`src/rtl/fast_square_tx.sv`:
```
// fast_square_tx
//   Multi-tone square-wave transmitter. Synthesises NUM_SUBCARRIERS complex
//   square-wave tones at carrier + {-3S,-S,+S,+3S} and sums them into one
//   16-bit I/Q stream. All tone frequencies are stepped together on
//   freq_step using the same small/large step schedule as the receiver.
//
//   Optional feature macro: FAST_SQUARE_TX_RAMP_EN
//     defined   -> RAMP_UP/RAMP_DOWN states with a 2^RAMP_LOG2-strobe
//                  amplitude ramp on burst start/stop
//     undefined -> direct IDLE<->ACTIVE, full amplitude from first strobe
//
// Ports
//   clock, reset         system clock, asynchronous active-high reset
//   transmit             level: high = generate tones, low = go idle
//   freq_step            pulse: advance all tone frequencies one step
//   sample_strobe        pulse: advance phases, register next I/Q sample
//   serial_addr/data/strobe  setting-bus write port
//   i_out, q_out         registered signed I/Q samples
//   active               high while not IDLE
//   step_count           freq_step pulses accepted in the current burst
module fast_square_tx #(
  parameter int unsigned CARRIERFREQADDR    = 4,
  parameter int unsigned SUBCARRIERFREQADDR = 5,
  parameter int unsigned AMPLADDR           = 6,
  parameter int unsigned NUM_SUBCARRIERS    = 4,
  parameter int unsigned RAMP_LOG2          = 6
) (
  input  logic        clock,
  input  logic        reset,
  input  logic        transmit,
  input  logic        freq_step,
  input  logic        sample_strobe,
  input  logic [6:0]  serial_addr,
  input  logic [31:0] serial_data,
  input  logic        serial_strobe,
  output logic [15:0] i_out,
  output logic [15:0] q_out,
  output logic        active,
  output logic [15:0] step_count
);

  localparam logic [31:0] STEP_BASE = 32'd1789569706;
  localparam logic [12:0] AMP_MAX   = 13'd8191;
  localparam int unsigned GAIN_W    = RAMP_LOG2 + 1;
  localparam logic [GAIN_W-1:0] GAIN_FULL = {1'b1, {RAMP_LOG2{1'b0}}};

  typedef enum logic [1:0] {
    S_IDLE,
    S_ACTIVE,
    S_RAMP_UP,
    S_RAMP_DOWN
  } state_t;

  state_t      r_state;

  // setting-bus registers (writable at any time)
  logic [31:0] r_carrier_set;
  logic [31:0] r_sub_set;
  logic [15:0] r_ampl_set;

  // working registers, latched on burst start
  logic [31:0] r_fc;
  logic [31:0] r_f [NUM_SUBCARRIERS];
  logic [31:0] r_step_small;
  logic [31:0] r_step_large;
  logic [12:0] r_amp;

  // phase accumulators and outputs
  logic [31:0] r_pc;
  logic [31:0] r_p [NUM_SUBCARRIERS];
  logic [15:0] r_i_out;
  logic [15:0] r_q_out;
  logic [15:0] r_step_count;

  logic [31:0] w_sub3;
  logic [31:0] w_f_init [NUM_SUBCARRIERS];
  logic [31:0] w_step_small_init;
  logic [31:0] w_step_large_init;
  logic [12:0] w_amp_init;
  logic        w_use_large;
  logic [31:0] w_step;
  logic [GAIN_W-1:0]    w_gain_sel;
  logic [13+GAIN_W-1:0] w_prod;
  logic [15:0] w_tone_amp;
  logic [15:0] w_tone_neg;
  logic [15:0] w_tphase [NUM_SUBCARRIERS];
  logic [15:0] w_i_sum;
  logic [15:0] w_q_sum;
  logic        w_exit;

  // ---------------- setting bus ----------------
  always_ff @(posedge clock or posedge reset) begin
    if (reset) begin
      r_carrier_set <= '0;
      r_sub_set     <= '0;
      r_ampl_set    <= '0;
    end else if (serial_strobe) begin
      if (serial_addr == 7'(CARRIERFREQADDR))    r_carrier_set <= serial_data;
      if (serial_addr == 7'(SUBCARRIERFREQADDR)) r_sub_set     <= serial_data;
      if (serial_addr == 7'(AMPLADDR))           r_ampl_set    <= serial_data[15:0];
    end
  end

  // ---------------- burst-start values ----------------
  assign w_sub3            = r_sub_set + (r_sub_set << 1);
  assign w_step_small_init = STEP_BASE - (w_sub3 << 1);
  assign w_step_large_init = STEP_BASE - (r_sub_set << 3);
  assign w_amp_init        = (r_ampl_set > 16'd8191) ? AMP_MAX : r_ampl_set[12:0];

  always_comb begin
    w_f_init[0] = '0 - w_sub3;
    w_f_init[1] = '0 - r_sub_set;
    w_f_init[2] = r_sub_set;
    w_f_init[3] = w_sub3;
  end

  // ---------------- frequency step selection ----------------
  assign w_use_large = $signed(r_f[1]) > -$signed(r_step_small);
  assign w_step      = w_use_large ? r_step_large : r_step_small;

  // ---------------- amplitude (optionally ramped) ----------------
`ifdef FAST_SQUARE_TX_RAMP_EN
  logic [GAIN_W-1:0] r_gain;
  // the down-ramp sample uses the gain it is about to decrement to
  assign w_gain_sel = (r_state == S_RAMP_DOWN) ? r_gain - GAIN_W'(1) : r_gain;
  assign w_exit     = (r_state == S_RAMP_DOWN) && (r_gain == '0);
`else
  assign w_gain_sel = GAIN_FULL;
  assign w_exit     = !transmit;
`endif

  assign w_prod     = {{GAIN_W{1'b0}}, r_amp} * {{13{1'b0}}, w_gain_sel};
  assign w_tone_amp = 16'(w_prod >> RAMP_LOG2);
  assign w_tone_neg = '0 - w_tone_amp;

  // ---------------- tone synthesis ----------------
  // t[15]==t[14] is the same as t in the first or last quarter turn;
  // t[15]==0 is the same as t in the first half turn.
  always_comb begin
    w_i_sum = '0;
    w_q_sum = '0;
    for (int unsigned k = 0; k < NUM_SUBCARRIERS; k++) begin
      w_tphase[k] = r_pc[31:16] + r_p[k][31:16];
      w_i_sum = w_i_sum + (((w_tphase[k] < 16'h4000) || (w_tphase[k] >= 16'hC000))
                           ? w_tone_amp : w_tone_neg);
      w_q_sum = w_q_sum + ((w_tphase[k] < 16'h8000) ? w_tone_amp : w_tone_neg);
    end
  end

  // ---------------- control FSM ----------------
  always_ff @(posedge clock or posedge reset) begin
    if (reset) begin
      r_state      <= S_IDLE;
      r_fc         <= '0;
      r_step_small <= '0;
      r_step_large <= '0;
      r_amp        <= '0;
      r_pc         <= '0;
      r_i_out      <= '0;
      r_q_out      <= '0;
      r_step_count <= '0;
      for (int unsigned k = 0; k < NUM_SUBCARRIERS; k++) begin
        r_f[k] <= '0;
        r_p[k] <= '0;
      end
`ifdef FAST_SQUARE_TX_RAMP_EN
      r_gain <= '0;
`endif
    end else begin
      case (r_state)
        S_IDLE: begin
          r_i_out <= '0;
          r_q_out <= '0;
          r_pc    <= '0;
          for (int unsigned k = 0; k < NUM_SUBCARRIERS; k++) r_p[k] <= '0;
          if (transmit) begin
            r_fc         <= r_carrier_set;
            r_step_small <= w_step_small_init;
            r_step_large <= w_step_large_init;
            r_amp        <= w_amp_init;
            r_step_count <= '0;
            for (int unsigned k = 0; k < NUM_SUBCARRIERS; k++) r_f[k] <= w_f_init[k];
`ifdef FAST_SQUARE_TX_RAMP_EN
            r_gain  <= '0;
            r_state <= S_RAMP_UP;
`else
            r_state <= S_ACTIVE;
`endif
          end
        end
        default: begin
          if (w_exit) begin
            r_state <= S_IDLE;
            r_i_out <= '0;
            r_q_out <= '0;
            r_pc    <= '0;
            for (int unsigned k = 0; k < NUM_SUBCARRIERS; k++) r_p[k] <= '0;
          end else begin
            // phases use the pre-step frequencies when both pulses coincide
            if (sample_strobe) begin
              r_i_out <= w_i_sum;
              r_q_out <= w_q_sum;
              r_pc    <= r_pc + r_fc;
              for (int unsigned k = 0; k < NUM_SUBCARRIERS; k++) r_p[k] <= r_p[k] + r_f[k];
            end
            if (freq_step) begin
              for (int unsigned k = 0; k < NUM_SUBCARRIERS; k++) r_f[k] <= r_f[k] + w_step;
              r_step_count <= r_step_count + 16'd1;
            end
`ifdef FAST_SQUARE_TX_RAMP_EN
            case (r_state)
              S_RAMP_UP: begin
                if (!transmit) begin
                  r_state <= S_RAMP_DOWN;
                end else if (sample_strobe) begin
                  r_gain <= r_gain + GAIN_W'(1);
                  if (r_gain == GAIN_FULL - GAIN_W'(1)) r_state <= S_ACTIVE;
                end
              end
              S_ACTIVE: begin
                if (!transmit) r_state <= S_RAMP_DOWN;
              end
              S_RAMP_DOWN: begin
                if (sample_strobe) r_gain <= r_gain - GAIN_W'(1);
              end
              default: ;
            endcase
`endif
          end
        end
      endcase
    end
  end

  assign i_out      = r_i_out;
  assign q_out      = r_q_out;
  assign active     = (r_state != S_IDLE);
  assign step_count = r_step_count;

endmodule
```
`config.mk`:
```
export PLATFORM = sky130hd
export DESIGN_NAME = fast_square_tx
export DESIGN_NICKNAME = d
export VERILOG_FILES = /design/src/rtl/fast_square_tx.sv
export SDC_FILE = /design/constraint.sdc
export NUM_CORES = 2
export LEC_CHECK = 0
export ABC_AREA = 0
export CAP_MARGIN = 20
export CORE_MARGIN = 2
export CORE_UTILIZATION = 59
export CTS_CLUSTER_DIAMETER = 100
export DETAILED_ROUTE_END_ITERATION = 6
export GPL_TIMING_DRIVEN = 1
export MAX_ROUTING_LAYER = met4
export PLACE_DENSITY = 0.76
export RECOVER_POWER = 100
export SETUP_SLACK_MARGIN = 0.5
export SLEW_MARGIN = 20
export SYNTH_ARGS = -nofsm -noshare
export SYNTH_HDL_FRONTEND = slang
export SYNTH_SLANG_ARGS = --single-unit
```
`constraint.sdc`:
```
create_clock -name clock -period 21.8 [get_ports clock]
set_clock_uncertainty 0.15 [all_clocks]
set_input_delay 3.27 -clock clock [delete_from_list [all_inputs] [get_ports clock]]
set_output_delay 3.27 -clock clock [all_outputs]
set_load 0.02 [all_outputs]
```
* Word-level counts from Yosys, hierarchy flattened *
Cells that the tools add are included.

cells by class
  reductions and logical operators = 13
  $add $sub $neg = 27
  $lt $le $gt $ge = 14
  mux-type cells = 33
  eq/ne operators = 6

operators with widths
  cell                                                                    number
  128-bit 2-to-1 mux                                                      7
  32-bit adder                                                            10
  16-bit 2-to-1 mux                                                       18
  16-bit adder                                                            10
  32-bit 2-to-1 mux                                                       4
  16-bit >= comparator, second input constant                             4
  16-bit by 15-bit < comparator with 1-bit output, second input constant  4
  16-bit < comparator, second input constant                              4
  1-bit by 32-bit subtractor with 32-bit output, first input constant     2
  31-bit by 32-bit subtractor with 32-bit output, first input constant    2
  32-bit > comparator                                                     1
  32-bit negation                                                         1
  7-bit by 3-bit equality test with 1-bit output, second input constant   3
  16-bit by 1-bit adder with 16-bit output, second input constant         1
  16-bit by 13-bit > comparator with 1-bit output, second input constant  1
  1-bit by 13-bit subtractor with 14-bit output, first input constant     1
  13-bit 2-to-1 mux                                                       1
  2-bit AND reduction                                                     6
  2-bit 2-to-1 mux                                                        3
  1-bit logical OR                                                        4
  2-bit nonzero test                                                      2
  3-bit by 1-bit != test with 1-bit output, second input constant         1
  2-bit logical NOT                                                       1
  2-bit by 1-bit != test with 1-bit output, second input constant         1
  2-bit != test, second input constant                                    1

storage, ports and cells
  bits in registers = 527
  output and inout port bits = 49
  input port bits = 45
  logic and storage cells = 113

* Longest topological paths before layout *
  word-level depth = 10
  gate-level depth with buffers = 36
  gate-level depth less buffers = 35

* Worst setup path after synthesis *
OpenSTA, ideal clock, no wires.

  path kind = flip-flop to flip-flop
  from = register r_step_small[12]
  to = register r_f[126] (netlist bit)
  data required time = 21.517 ns
  arrival time = 8.400 ns
  setup time = 0.133 ns
  buffers on the path = 2
  clock period less this slack = 8.684 ns
  path slack = 13.116 ns
  stages on the path, launching flop included = 33
  cells stage by stage = dfrtp_1 -> or4_1 -> nor4_1 -> nand2b_1 -> or4_1 -> or2_2 -> nor4_1 -> nand2b_1 -> nor2_1 -> xor2_1 -> ha_1 -> nand4_1 -> nor3_1 -> a2111oi_0 -> and3_1 -> a211o_1 -> buf_1 -> clkbuf_1 -> mux2_2 -> ha_1 -> a21o_1 -> a21oi_1 -> o21ai_0 -> a311o_1 -> a221oi_1 -> o21ai_1 -> a311oi_1 -> o21ai_1 -> and4_1 -> o41ai_1 -> o21ai_0 -> mux2i_1 -> o211ai_1

between the ends
  longest elaborated chain between the ends = 7

RTL lines
  element                          RTL line  source
  from (decl)                      64        logic [31:0] r_step_small;
  from (signal assigned)           178       r_step_small <= w_step_small_init;
  32-bit negation                  118       assign w_use_large = $signed(r_f[1]) > -$signed(r_step_small);
  32-bit > comparator              118
  32-bit 2-to-1 mux (*)            119       assign w_step = w_use_large ? r_step_large : r_step_small;
  32-bit adder (*)                 207       for (int unsigned k = 0; k < NUM_SUBCARRIERS; k++) r_f[k] <= r_f[k] + w_step;
  128-bit 2-to-1 mux (*)           206       if (freq_step) begin
  128-bit 2-to-1 mux (*)           192       if (w_exit) begin
  128-bit 2-to-1 mux (*)           170       case (r_state)
  to (signal, indexed assignment)  163       r_f[k] <= '0;
  to (decl)                        63        logic [31:0] r_f [NUM_SUBCARRIERS];

Every way passes the cells marked *; elsewhere a longest branch is shown, timed or not. The select of a mux whose other input is x is not followed.
A chain may end at the register's enable or synchronous reset.

==> impl_metrics.ini <==
[synthesis]
synth_area_leaders = dfrtp_1 29%, ha_1 14%, xnor2_1 6.5%
synth_common_cells = 556 x nor2_1, 517 x dfrtp_1, 492 x ha_1, 442 x a21oi_1, 358 x nand2_1
syn_area_per_cell_um2 = 8.78
yosysMostFrequentCell = nor2_1
synth-seq-cells = 517
mappedNetlistArea_um2 = 44800
netlist_instances = 5100
synth_top_cell_area_share = 0.289
synth-async-reset-ratio = 1.00
yosysTopAreaCell = dfrtp_1
yosys_warnings = 0
synth_flop_cell = dfrtp_1
synth.distinct_cells = 97
synth.yosys.seq_area_share = 0.289
synth_edf_count = 0

[grt]
antenna_found_initial = 6
grt_max_degree = 207
grt_pass1_vias = 35700
overflow = 0
grt_first_pass_wirelength_mm = 207
grt_usage = 0.350

[placement]
place_inst = 6044
hpwl_mm = 101
port_buffers = 91
gp_congestion = 1.01

[final_layout]
layout.nets = 5728
layout-drive-gt1-share = 0.0724
fin_cells = 6167
synthToLayoutAreaGrowth_pct = 8.98

[drt]
dr.pass1.iters = 6
vias = 38400
vias_per_cell = 6.23
antenna_left = 0
drt_iter0_drc = 3521
finalWirelength_mm = 134
wl_per_cell_um = 21.8
drc = 0

[setup_path]
cp_cell_sequence = dlygate4sd3_1 -> clkinvlp_2 -> clkbuf_1 -> clkbuf_1
worst_path_largest_cell_delay_ps = 3020
startpoint_type = input port
cp-end-kind = async pin
r2r_slack_ps = 8900
critPathKind = in -> async
cp.arrival_ps = 12590
path_depth = 4
crit_top_cell = clkbuf_1
r2r_cells = 32
cp_max_fo = 102
crit_required_ps = 21470
crit_path_top_delay_cell = clkbuf_1
r2r-start = r_step_small[12]
crit_family = buffers and inverters
worst-path-buf-inv = 4
rr_endpoint = r_f[126]

[clock_tree]
cts-root-buf = clkbuf_16
clockBufferDepth = 3
cts_tree = done
cts_resized = 0
insertion_delay_ps = 680
cts_buffers = 61
htreeDepth = 2
clkTransAtPathRegs_ps = 60
cts_setup_buffers = 0
ctsHoldBuffers = 0
cts.sink_count = 517

[timing]
rsz0062_at_grt = no
slew_headroom = -4.50
clock.fmax_mhz = 77.4
slew_viol_final = 1177
min_period_ps = 12920
worst_pin_slew_ps = 8250
setup_viol = 0
hold_viol = 0
min_period_over_period = 0.593
fin_setup_tns_ps = 0

[worst_hold_path]
holdPathStages = 1
min_to = r_step_large[1]
hp-class = reg -> reg
hp-start = r_step_large[1]

[die]
die_h_um = 279
ioPinCount = 94
initial_core_util = 0.593
dieWidth_um = 279
fp.dieArea_um2 = 78100
core_um2 = 75600
rows = 101

[status]
status = finished with violations
failed_checks = capacitance limit, slew limit

[job]
cap_violations = 18
-- metal layers --
metal  wire (µm)  GRT usage
met5           0          -
met3       11500     0.0633
met4        5830      0.136
met2       57700      0.511
met1       59300      0.485
-- cell families after synthesis --
family                   after synthesis  share of synthesized area
adder cells (fa/ha/maj)              556                      0.166
XOR/XNOR                             507                     0.0996
flip-flops                           517                      0.289
buffers and inverters                416                     0.0353
AO/OA/AOI/OAI                       1330                      0.187
AND/OR/NAND/NOR                     1469                      0.152
multiplexers                         304                     0.0723
other                                  1                  0.0000837
-- through the flow --
step / hold slack (ps) / instance area [µm²] / setup slack, ps / util
floorplan: 285 / 44800 / 3940 / -
finish: 341 / 48800 / 8880 / 0.646
global placement: 326 / 46800 / 11780 / 0.619
global route: 366 / 48800 / 6900 / 0.646
CTS: 343 / 48900 / 11490 / 0.648
detailed placement: 321 / 46800 / 11530 / 0.619
-- state kept, by name, indices dropped and copies added (netlist names) --
| register | count |
|---|---|
| r_state | 1 |
| r_amp | 13 |
| r_carrier_set | 32 |
| r_fc | 32 |
| r_sub_set | 32 |
| r_ampl_set | 16 |
| r_step_large | 29 |
| r_pc | 32 |
| r_f | 125 |
| r_step_small | 31 |
| r_p | 128 |
| step_count | 16 |
| q_out | 15 |
| i_out | 15 |
-- layout make-up --
type                            instances  area [µm²]
Antenna cell                            9        22.5
Clock buffer                           77        1680
Clock inverter                         37         513
Fill cell                            6304       26800
Inverter                              228         860
Multi-Input combinational cell       4168       30300
Sequential cell                       517       12900
Tap cell                              978        1220
Timing Repair Buffer                  153        1310
-- placed cells by master (no fill, tap or decap), types with 172 or more instances in the layout --
cell type | netlist | layout
a21o_1 | 197 | 197
nor2_1 | 556 | 555
dfrtp_1 | 517 | 517
xor2_1 | 172 | 172
nand2_1 | 358 | 358
a21oi_1 | 442 | 442
ha_1 | 492 | 492
o21ai_0 | 277 | 279
xnor2_1 | 334 | 333
inv_1 | 226 | 225
-- worst max path at each step --
stage | slack (ps) | startpoint | to
after floorplan | 3940 | reset | i_out[10]
after global placement | 11780 | r_step_small[12] | r_f[126]
after detailed placement | 11530 | r_step_small[12] | r_f[126]
after CTS | 11490 | r_step_small[12] | r_f[126]
after global routing | 6900 | reset | r_ampl_set[4]
final | 8880 | reset | i_out[15]
-- worst register-to-register path, delay by kind of cell, from the launching register on --
kind,cells,cell delay (ps)
compound gates,13,5430
xor+xnor,1,160
fa+ha+maj,2,810
buf+inv,1,1620
flops,1,460
mux,1,200
simple gates,14,3940
Power is left out: the tool's default activity adds up to more than one toggle a clock period on the data nets, which glitch-free logic cannot reach.
